**src/rtl/rbcp_reg_bank_if.sv**
```systemverilog
// RBCP local-bus and external-window signal bundle between the SiTCP core side,
// the register bank and the user logic behind the external window.
interface rbcp_reg_bank_if #(
  parameter int EXT_AW = 12
);
  logic              loc_act;
  logic [31:0]       loc_addr;
  logic [7:0]        loc_wd;
  logic              loc_we;
  logic              loc_re;
  logic              loc_ack;
  logic [7:0]        loc_rd;
  logic [EXT_AW-1:0] ext_addr;
  logic [7:0]        ext_wd;
  logic              ext_we;
  logic              ext_re;
  logic              ext_ack;
  logic [7:0]        ext_rd;

  modport slave (
    input  loc_act, loc_addr, loc_wd, loc_we, loc_re, ext_ack, ext_rd,
    output loc_ack, loc_rd, ext_addr, ext_wd, ext_we, ext_re
  );

  modport master (
    output loc_act, loc_addr, loc_wd, loc_we, loc_re, ext_ack, ext_rd,
    input  loc_ack, loc_rd, ext_addr, ext_wd, ext_we, ext_re
  );
endinterface

```
**src/rtl/rbcp_reg_bank.sv**
```systemverilog
// RBCP local-bus slave: a bank of 8-bit control registers plus a forwarded
// external window with an acknowledge timeout and saturating timeout counter.
module rbcp_reg_bank #(
  parameter logic [31:0] BASE_ADDR = 32'h0000_0000,
  parameter int          NREG      = 16,
  parameter logic [7:0]  VERSION   = 8'h01,
  parameter logic [31:0] EXT_BASE  = 32'h0000_1000,
  parameter int          EXT_AW    = 12,
  parameter int          TIMEOUT   = 255
) (
  input  logic              clk_i,
  input  logic              rst_ni,
  rbcp_reg_bank_if.slave    bus,
  output logic [8*NREG-1:0] reg_out_o,
  output logic              soft_rst_o,
  output logic [7:0]        to_cnt_o
);

  localparam int IW = $clog2(NREG);

  typedef enum logic [1:0] {
    IDLE     = 2'd0,
    ACK      = 2'd1,
    EXT_WAIT = 2'd2
  } state_e;

  state_e            state_q, state_d;
  logic [7:0]        regs_q [NREG];
  logic [7:0]        regs_d [NREG];
  logic              loc_ack_q, loc_ack_d;
  logic [7:0]        loc_rd_q, loc_rd_d;
  logic              soft_rst_q, soft_rst_d;
  logic [EXT_AW-1:0] ext_addr_q, ext_addr_d;
  logic [7:0]        ext_wd_q, ext_wd_d;
  logic              ext_we_q, ext_we_d;
  logic              ext_re_q, ext_re_d;
  logic              ext_is_rd_q, ext_is_rd_d;
  logic [7:0]        tcnt_q, tcnt_d;
  logic [7:0]        to_cnt_q, to_cnt_d;

  logic [31:0]       loc_off_s;
  logic [31:0]       ext_off_s;
  logic              loc_hit_s;
  logic              ext_hit_s;
  logic [IW-1:0]     loc_idx_s;
  logic              wr_s;
  logic              rd_s;

  // Region decode; offsets are taken before the range check so base+size never overflows.
  assign loc_off_s = bus.loc_addr - BASE_ADDR;
  assign ext_off_s = bus.loc_addr - EXT_BASE;
  assign loc_hit_s = (bus.loc_addr >= BASE_ADDR) && (loc_off_s < 32'(NREG));
  assign ext_hit_s = (bus.loc_addr >= EXT_BASE) && ((ext_off_s >> EXT_AW) == 32'd0);
  assign loc_idx_s = loc_off_s[IW-1:0];
  assign wr_s      = bus.loc_act & bus.loc_we;
  assign rd_s      = bus.loc_act & bus.loc_re & ~bus.loc_we;

  // Next-state and registered-output logic for the access FSM.
  always_comb begin
    state_d     = state_q;
    regs_d      = regs_q;
    loc_ack_d   = 1'b0;
    loc_rd_d    = 8'h00;
    soft_rst_d  = 1'b0;
    ext_addr_d  = ext_addr_q;
    ext_wd_d    = ext_wd_q;
    ext_we_d    = 1'b0;
    ext_re_d    = 1'b0;
    ext_is_rd_d = ext_is_rd_q;
    tcnt_d      = tcnt_q;
    to_cnt_d    = to_cnt_q;
    case (state_q)
      IDLE: begin
        if (wr_s || rd_s) begin
          if (loc_hit_s) begin
            if (wr_s) begin
              if (loc_idx_s == {IW{1'b0}}) begin
                soft_rst_d = 1'b1;
              end else begin
                regs_d[loc_idx_s] = bus.loc_wd;
              end
            end else begin
              loc_rd_d = (loc_idx_s == {IW{1'b0}}) ? VERSION : regs_q[loc_idx_s];
            end
            loc_ack_d = 1'b1;
            state_d   = ACK;
          end else if (ext_hit_s) begin
            ext_addr_d  = ext_off_s[EXT_AW-1:0];
            ext_wd_d    = bus.loc_wd;
            ext_we_d    = wr_s;
            ext_re_d    = rd_s;
            ext_is_rd_d = rd_s;
            tcnt_d      = 8'd0;
            state_d     = EXT_WAIT;
          end else begin
            state_d = IDLE;
          end
        end else begin
          state_d = IDLE;
        end
      end
      ACK: begin
        state_d = IDLE;
      end
      EXT_WAIT: begin
        if (bus.ext_ack) begin
          loc_ack_d = 1'b1;
          loc_rd_d  = ext_is_rd_q ? bus.ext_rd : 8'h00;
          state_d   = ACK;
        end else if (tcnt_q == 8'(TIMEOUT - 1)) begin
          // Abandon silently; the core turns the missing ACK into a bus error.
          tcnt_d   = 8'd0;
          to_cnt_d = (to_cnt_q == 8'hFF) ? 8'hFF : to_cnt_q + 8'd1;
          state_d  = IDLE;
        end else begin
          tcnt_d = tcnt_q + 8'd1;
        end
      end
      default: begin
        state_d = IDLE;
      end
    endcase
  end

  // State and output registers with synchronous active-low reset.
  always_ff @(posedge clk_i) begin
    if (!rst_ni) begin
      state_q     <= IDLE;
      for (int i = 0; i < NREG; i++) begin
        regs_q[i] <= 8'h00;
      end
      loc_ack_q   <= 1'b0;
      loc_rd_q    <= 8'h00;
      soft_rst_q  <= 1'b0;
      ext_addr_q  <= {EXT_AW{1'b0}};
      ext_wd_q    <= 8'h00;
      ext_we_q    <= 1'b0;
      ext_re_q    <= 1'b0;
      ext_is_rd_q <= 1'b0;
      tcnt_q      <= 8'd0;
      to_cnt_q    <= 8'd0;
    end else begin
      state_q     <= state_d;
      regs_q      <= regs_d;
      loc_ack_q   <= loc_ack_d;
      loc_rd_q    <= loc_rd_d;
      soft_rst_q  <= soft_rst_d;
      ext_addr_q  <= ext_addr_d;
      ext_wd_q    <= ext_wd_d;
      ext_we_q    <= ext_we_d;
      ext_re_q    <= ext_re_d;
      ext_is_rd_q <= ext_is_rd_d;
      tcnt_q      <= tcnt_d;
      to_cnt_q    <= to_cnt_d;
    end
  end

  for (genvar g = 0; g < NREG; g++) begin : g_reg_out
    assign reg_out_o[8*g +: 8] = regs_q[g];
  end

  assign bus.loc_ack  = loc_ack_q;
  assign bus.loc_rd   = loc_rd_q;
  assign bus.ext_addr = ext_addr_q;
  assign bus.ext_wd   = ext_wd_q;
  assign bus.ext_we   = ext_we_q;
  assign bus.ext_re   = ext_re_q;
  assign soft_rst_o   = soft_rst_q;
  assign to_cnt_o     = to_cnt_q;

endmodule

```
**src/flat_wrapper.sv**
```systemverilog
// flat-port wrapper written by rule: the top's interface ports become plain ports
module rbcp_reg_bank_flat 
#(
  parameter logic [31:0] BASE_ADDR = 32'h0000_0000,
  parameter int          NREG      = 16,
  parameter logic [7:0]  VERSION   = 8'h01,
  parameter logic [31:0] EXT_BASE  = 32'h0000_1000,
  parameter int          EXT_AW    = 12,
  parameter int          TIMEOUT   = 255
)
  (clk_i, rst_ni, reg_out_o, soft_rst_o, to_cnt_o, bus_loc_act, bus_loc_addr, bus_loc_wd, bus_loc_we, bus_loc_re, bus_ext_ack, bus_ext_rd, bus_loc_ack, bus_loc_rd, bus_ext_addr, bus_ext_wd, bus_ext_we, bus_ext_re);
  rbcp_reg_bank_if #(.EXT_AW(EXT_AW)) bus_i ();
  input  logic clk_i;
  input  logic rst_ni;
  output logic [8*NREG-1:0] reg_out_o;
  output logic soft_rst_o;
  output logic [7:0] to_cnt_o;
  input wire logic [$bits(bus_i.loc_act)-1:0] bus_loc_act;
  input wire logic [$bits(bus_i.loc_addr)-1:0] bus_loc_addr;
  input wire logic [$bits(bus_i.loc_wd)-1:0] bus_loc_wd;
  input wire logic [$bits(bus_i.loc_we)-1:0] bus_loc_we;
  input wire logic [$bits(bus_i.loc_re)-1:0] bus_loc_re;
  input wire logic [$bits(bus_i.ext_ack)-1:0] bus_ext_ack;
  input wire logic [$bits(bus_i.ext_rd)-1:0] bus_ext_rd;
  output wire logic [$bits(bus_i.loc_ack)-1:0] bus_loc_ack;
  output wire logic [$bits(bus_i.loc_rd)-1:0] bus_loc_rd;
  output wire logic [$bits(bus_i.ext_addr)-1:0] bus_ext_addr;
  output wire logic [$bits(bus_i.ext_wd)-1:0] bus_ext_wd;
  output wire logic [$bits(bus_i.ext_we)-1:0] bus_ext_we;
  output wire logic [$bits(bus_i.ext_re)-1:0] bus_ext_re;
  assign bus_i.loc_act = bus_loc_act;
  assign bus_i.loc_addr = bus_loc_addr;
  assign bus_i.loc_wd = bus_loc_wd;
  assign bus_i.loc_we = bus_loc_we;
  assign bus_i.loc_re = bus_loc_re;
  assign bus_i.ext_ack = bus_ext_ack;
  assign bus_i.ext_rd = bus_ext_rd;
  assign bus_loc_ack = bus_i.loc_ack;
  assign bus_loc_rd = bus_i.loc_rd;
  assign bus_ext_addr = bus_i.ext_addr;
  assign bus_ext_wd = bus_i.ext_wd;
  assign bus_ext_we = bus_i.ext_we;
  assign bus_ext_re = bus_i.ext_re;
  rbcp_reg_bank #(.BASE_ADDR(BASE_ADDR), .NREG(NREG), .VERSION(VERSION), .EXT_BASE(EXT_BASE), .EXT_AW(EXT_AW), .TIMEOUT(TIMEOUT)) u_core (.clk_i(clk_i), .rst_ni(rst_ni), .bus(bus_i), .reg_out_o(reg_out_o), .soft_rst_o(soft_rst_o), .to_cnt_o(to_cnt_o));
endmodule
```
**config.mk**
```make
export PLATFORM = sky130hd
export DESIGN_NAME = rbcp_reg_bank_flat
export DESIGN_NICKNAME = d
export VERILOG_FILES = /design/src/rtl/rbcp_reg_bank_if.sv /design/src/rtl/rbcp_reg_bank.sv /design/src/flat_wrapper.sv
export SDC_FILE = /design/constraint.sdc
export NUM_CORES = 1
export LEC_CHECK = 0
export ABC_AREA = 1
export ABC_CLOCK_PERIOD_IN_PS = 2500
export CAP_MARGIN = 30
export CORE_MARGIN = 2
export CORE_UTILIZATION = 25
export CTS_BUF_LIST = sky130_fd_sc_hd__clkbuf_2
export CTS_CLUSTER_DIAMETER = 30
export DETAILED_ROUTE_END_ITERATION = 7
export MAX_ROUTING_LAYER = met4
export PLACE_DENSITY = 0.57
export SLEW_MARGIN = 25
export SYNTH_ARGS = -nofsm -noshare
export SYNTH_HDL_FRONTEND = slang
export SYNTH_SLANG_ARGS = --single-unit
```
**constraint.sdc**
```tcl
create_clock -name clk_i -period 2.5 [get_ports clk_i]
set_input_delay 0.5 -clock clk_i [delete_from_list [all_inputs] [get_ports clk_i]]
set_output_delay 0.5 -clock clk_i [all_outputs]
set_load 0.01 [all_outputs]
```
==> run metrics <==
status=finished, final reports clean; CP startpoint kind=flop; Mean Syn Cell Area=about 7 um2; FFs w/ async S/R, synth=0%; CORE AREA=about 31000 um2; arrival time at the worst endpoint=between 1.5 and 2 ns; synth cell count leaders=nand2_1, dfxtp_1, nand3_1, a21oi_1, nor2_1; Hold Path Class=in2reg; Worst Path Buf+Inv=1; Layout area overhead=44.95%; CP max FO=6; setup ws final=around 0.14 ns; clk sinks=about 180; fin nets=1447; sequential share of the synthesized area=45.38%; power per cell area=418.4 nW/um2; Static Leak=around 4.2 nW; vias in the first global route=~8400; Synth Flop Type=dfxtp_1; fill count=3279; share of layout cells above drive strength 1=10.20%; via/cell ratio=about 4.9; Die Width=between 150 and 200 um; WL per Instance=approximately 18 um; CTS Buffer Depth=2; GRT busiest layer=met2; Fin Clk Skew=about 0.040 ns; Synth Warn #=0; CP startpoint=u_core.to_cnt_o[3]$_SDFFE_PN0P_; worst skew pair latency=approximately 0.77 ns; Starting Density=between 20% and 30%; Fin. Hold Viols=0; pre-CTS WS=-0.2521 ns; EDFF count, synth=0; Critical Path Slowest Stage Cell=clkdlybuf4s50_1; Final Setup Violations=0; met3 GRT Util=around 3.1%; Least-Margin Pin Slew=slightly above 0.5 ns; Final Non-Filler Cells=between 1500 and 2000; met2 usage=between 30% and 40%; Min Clock Period, post-route=2.360 ns; flops & latches, synth=179; Total Routing Usage GR=between 10% and 20%; CTS hold repair buffers=0; maximum VDD drop=~0.00029 V; met1 usage=about a quarter; Critical Path Max Stage Delay=about 0.60 ns; fmax=423.7 MHz; Min Hold Slack=between 0.2 and 0.25 ns; H-tree depth=4; Tcrit/Tclk final=between 90 and 100%; Mapped Cells=roughly 1100; Root Buffer=clkbuf_2; DR vias=8788; I/O Buffers=~220; data required time of the critical path=~2.0 ns; Iter 0 DRT Violations=747; distinct cell type count after synthesis=27; Placed Cells=about 1800; RD Place Congestion=between 0.8 and 0.9; CTS tree=yes; first-pass GRT wire length=around 50000 um; RSZ-0062 raised after global routing=false; largest net degree at the start of global routing=81; Post-CTS Setup Repair Bufs=0; top-level port count=roughly 220; Final ANT Viol Nets=0; Die Area=between 30000 and 40000 um2; RR Startpoint=u_core.tcnt_q[0]$_SDFFE_PN0P_; Post-DP HPWL=23730 um; Final Max Slew Viols=0; WL final=about 32000 um; post-CTS resize count=0; DIE HEIGHT=roughly 180 um; Top delay family on crit path=buffers and inverters; Synthesized Nets=about 1200; CTS buffer count=17; Initial DRT Pass Iterations=5; std cell rows=between 60 and 70; Post-Synthesis Cell Area=7896 um2; Slew HR=65.99%; cell chain of the critical path=clkdlybuf4s50_1; max cap viols=0; DR DRC count=0; CP endpoint kind=primary output; most common cell in the netlist=nand2_1; Yosys top cell area share=between 40% and 50%; top cell type by total area after synthesis=dfxtp_1; WS Path Type=reg2out; Worst-path clk slew=approximately 0.27 ns; Synth area leaders=dfxtp_1, nand2_1, nand3_1; global route total overflow=0; min-delay src=bus_ext_rd[0]; utilization after layout=between 30% and 40%; initial antenna violation count=3; setup TNS=0 ns
## per-layer routing
| layer | wire length, um | vias up |
|---|---|---|
| met5 | 0 | - |
| met4 | 506 | 0 |
| met3 | 1840 | 28 |
| met2 | 15080 | 341 |
| met1 | 14980 | 4109 |
| li1 | - | 4310 |
## tightest hold or removal path, stage by stage
cell	delay (ns)
clkdlybuf4s50_1	0.40
nand2_1	0.06
a21oi_1	0.06
## cell type report
class | instances | area [um2] | area share [%]
inverters | 51 | 192.7 | 1.683
flip-flops and latches | 179 | 3583 | 31.31
multi-input cells | 817 | 3847 | 33.61
clock inverters | 11 | 113.9 | 0.9947
repair buffers | 324 | 3098 | 27.07
well taps | 402 | 503.0 | 4.394
diodes | 3 | 7.507 | 0.06559
clock buffers | 20 | 100.1 | 0.8745
## stage by stage
stage | instance area (um2) | total power, mW
2_1_floorplan | 7896 | 3.066
3_3_place_gp | 11220 | 3.322
3_5_place_dp | 11220 | 3.321
4_1_cts | 11440 | 4.812
5_1_grt | 11450 | 4.970
6_report | 11450 | 4.789
## final timing paths
| check | to | slack, ns | cells past startpoint |
|---|---|---|---|
| min reg2reg | u_core.reg_out_o[0]$_SDFFE_PN0P_ | 0.45 | 2 |
| min | u_core.bus.loc_rd[0]$_SDFF_PN0_ | 0.24 | 3 |
| max reg2reg | u_core.to_cnt_o[3]$_SDFFE_PN0P_ | 0.55 | 9 |
| max | to_cnt_o[3] | 0.14 | 1 |
## registers in the layout, indices dropped and copies added, names as in the netlist
name and cells:
u_core.bus.ext_addr 12, u_core.bus.ext_re 1, u_core.bus.ext_wd 8, u_core.bus.ext_we 1, u_core.bus.loc_ack 1, u_core.bus.loc_rd 8, u_core.ext_is_rd_q 1, u_core.reg_out_o 128
u_core.soft_rst_o 1, u_core.state_q 2, u_core.tcnt_q 8, u_core.to_cnt_o 8
## cell usage in the layout (no fill, tap or decap)
cell / instances
dfxtp_1: 179
a22oi_1: 62
diode_2: 3
clkinvlp_4: 2
nor3_4: 1
nor3_1: 17
nand3_1: 161
clkinv_2: 3
xor2_1: 2
a31oi_1: 4
nand3b_1: 1
ha_1: 3
nand2_1: 307
nor4_1: 3
a21oi_1: 143
o21bai_1: 1
inv_1: 47
o21ai_0: 3
clkinv_1: 3
bufinv_16: 2
inv_2: 3
nor2_2: 4
clkinv_4: 2
clkdlybuf4s50_1: 221
and2_1: 1
buf_4: 94
or2_2: 3
clkbuf_2: 20
buf_12: 9
o21a_1: 9
nand4_1: 6
nor2_1: 86
## power breakdown
part           internal [mW]  leakage (nW)  total [mW]  switching [mW]
logic                  0.162          2.61       0.408           0.247
clock network          0.454         0.132        1.52            1.06
registers               2.86          1.44        2.86     0.000000326
## cell families (layout without fill, tap and decap cells)
logic type,Yosys count,after routing,synth area share [%]
compound gates,222,222,16.42
xor+xnor,2,2,0.2219
fa+ha+maj,3,3,0.4754
buf+inv,118,406,5.989
flops,179,179,45.38
other cells,0,3,0
simple gates,590,590,31.52
(Power assumes the default switching activity.)
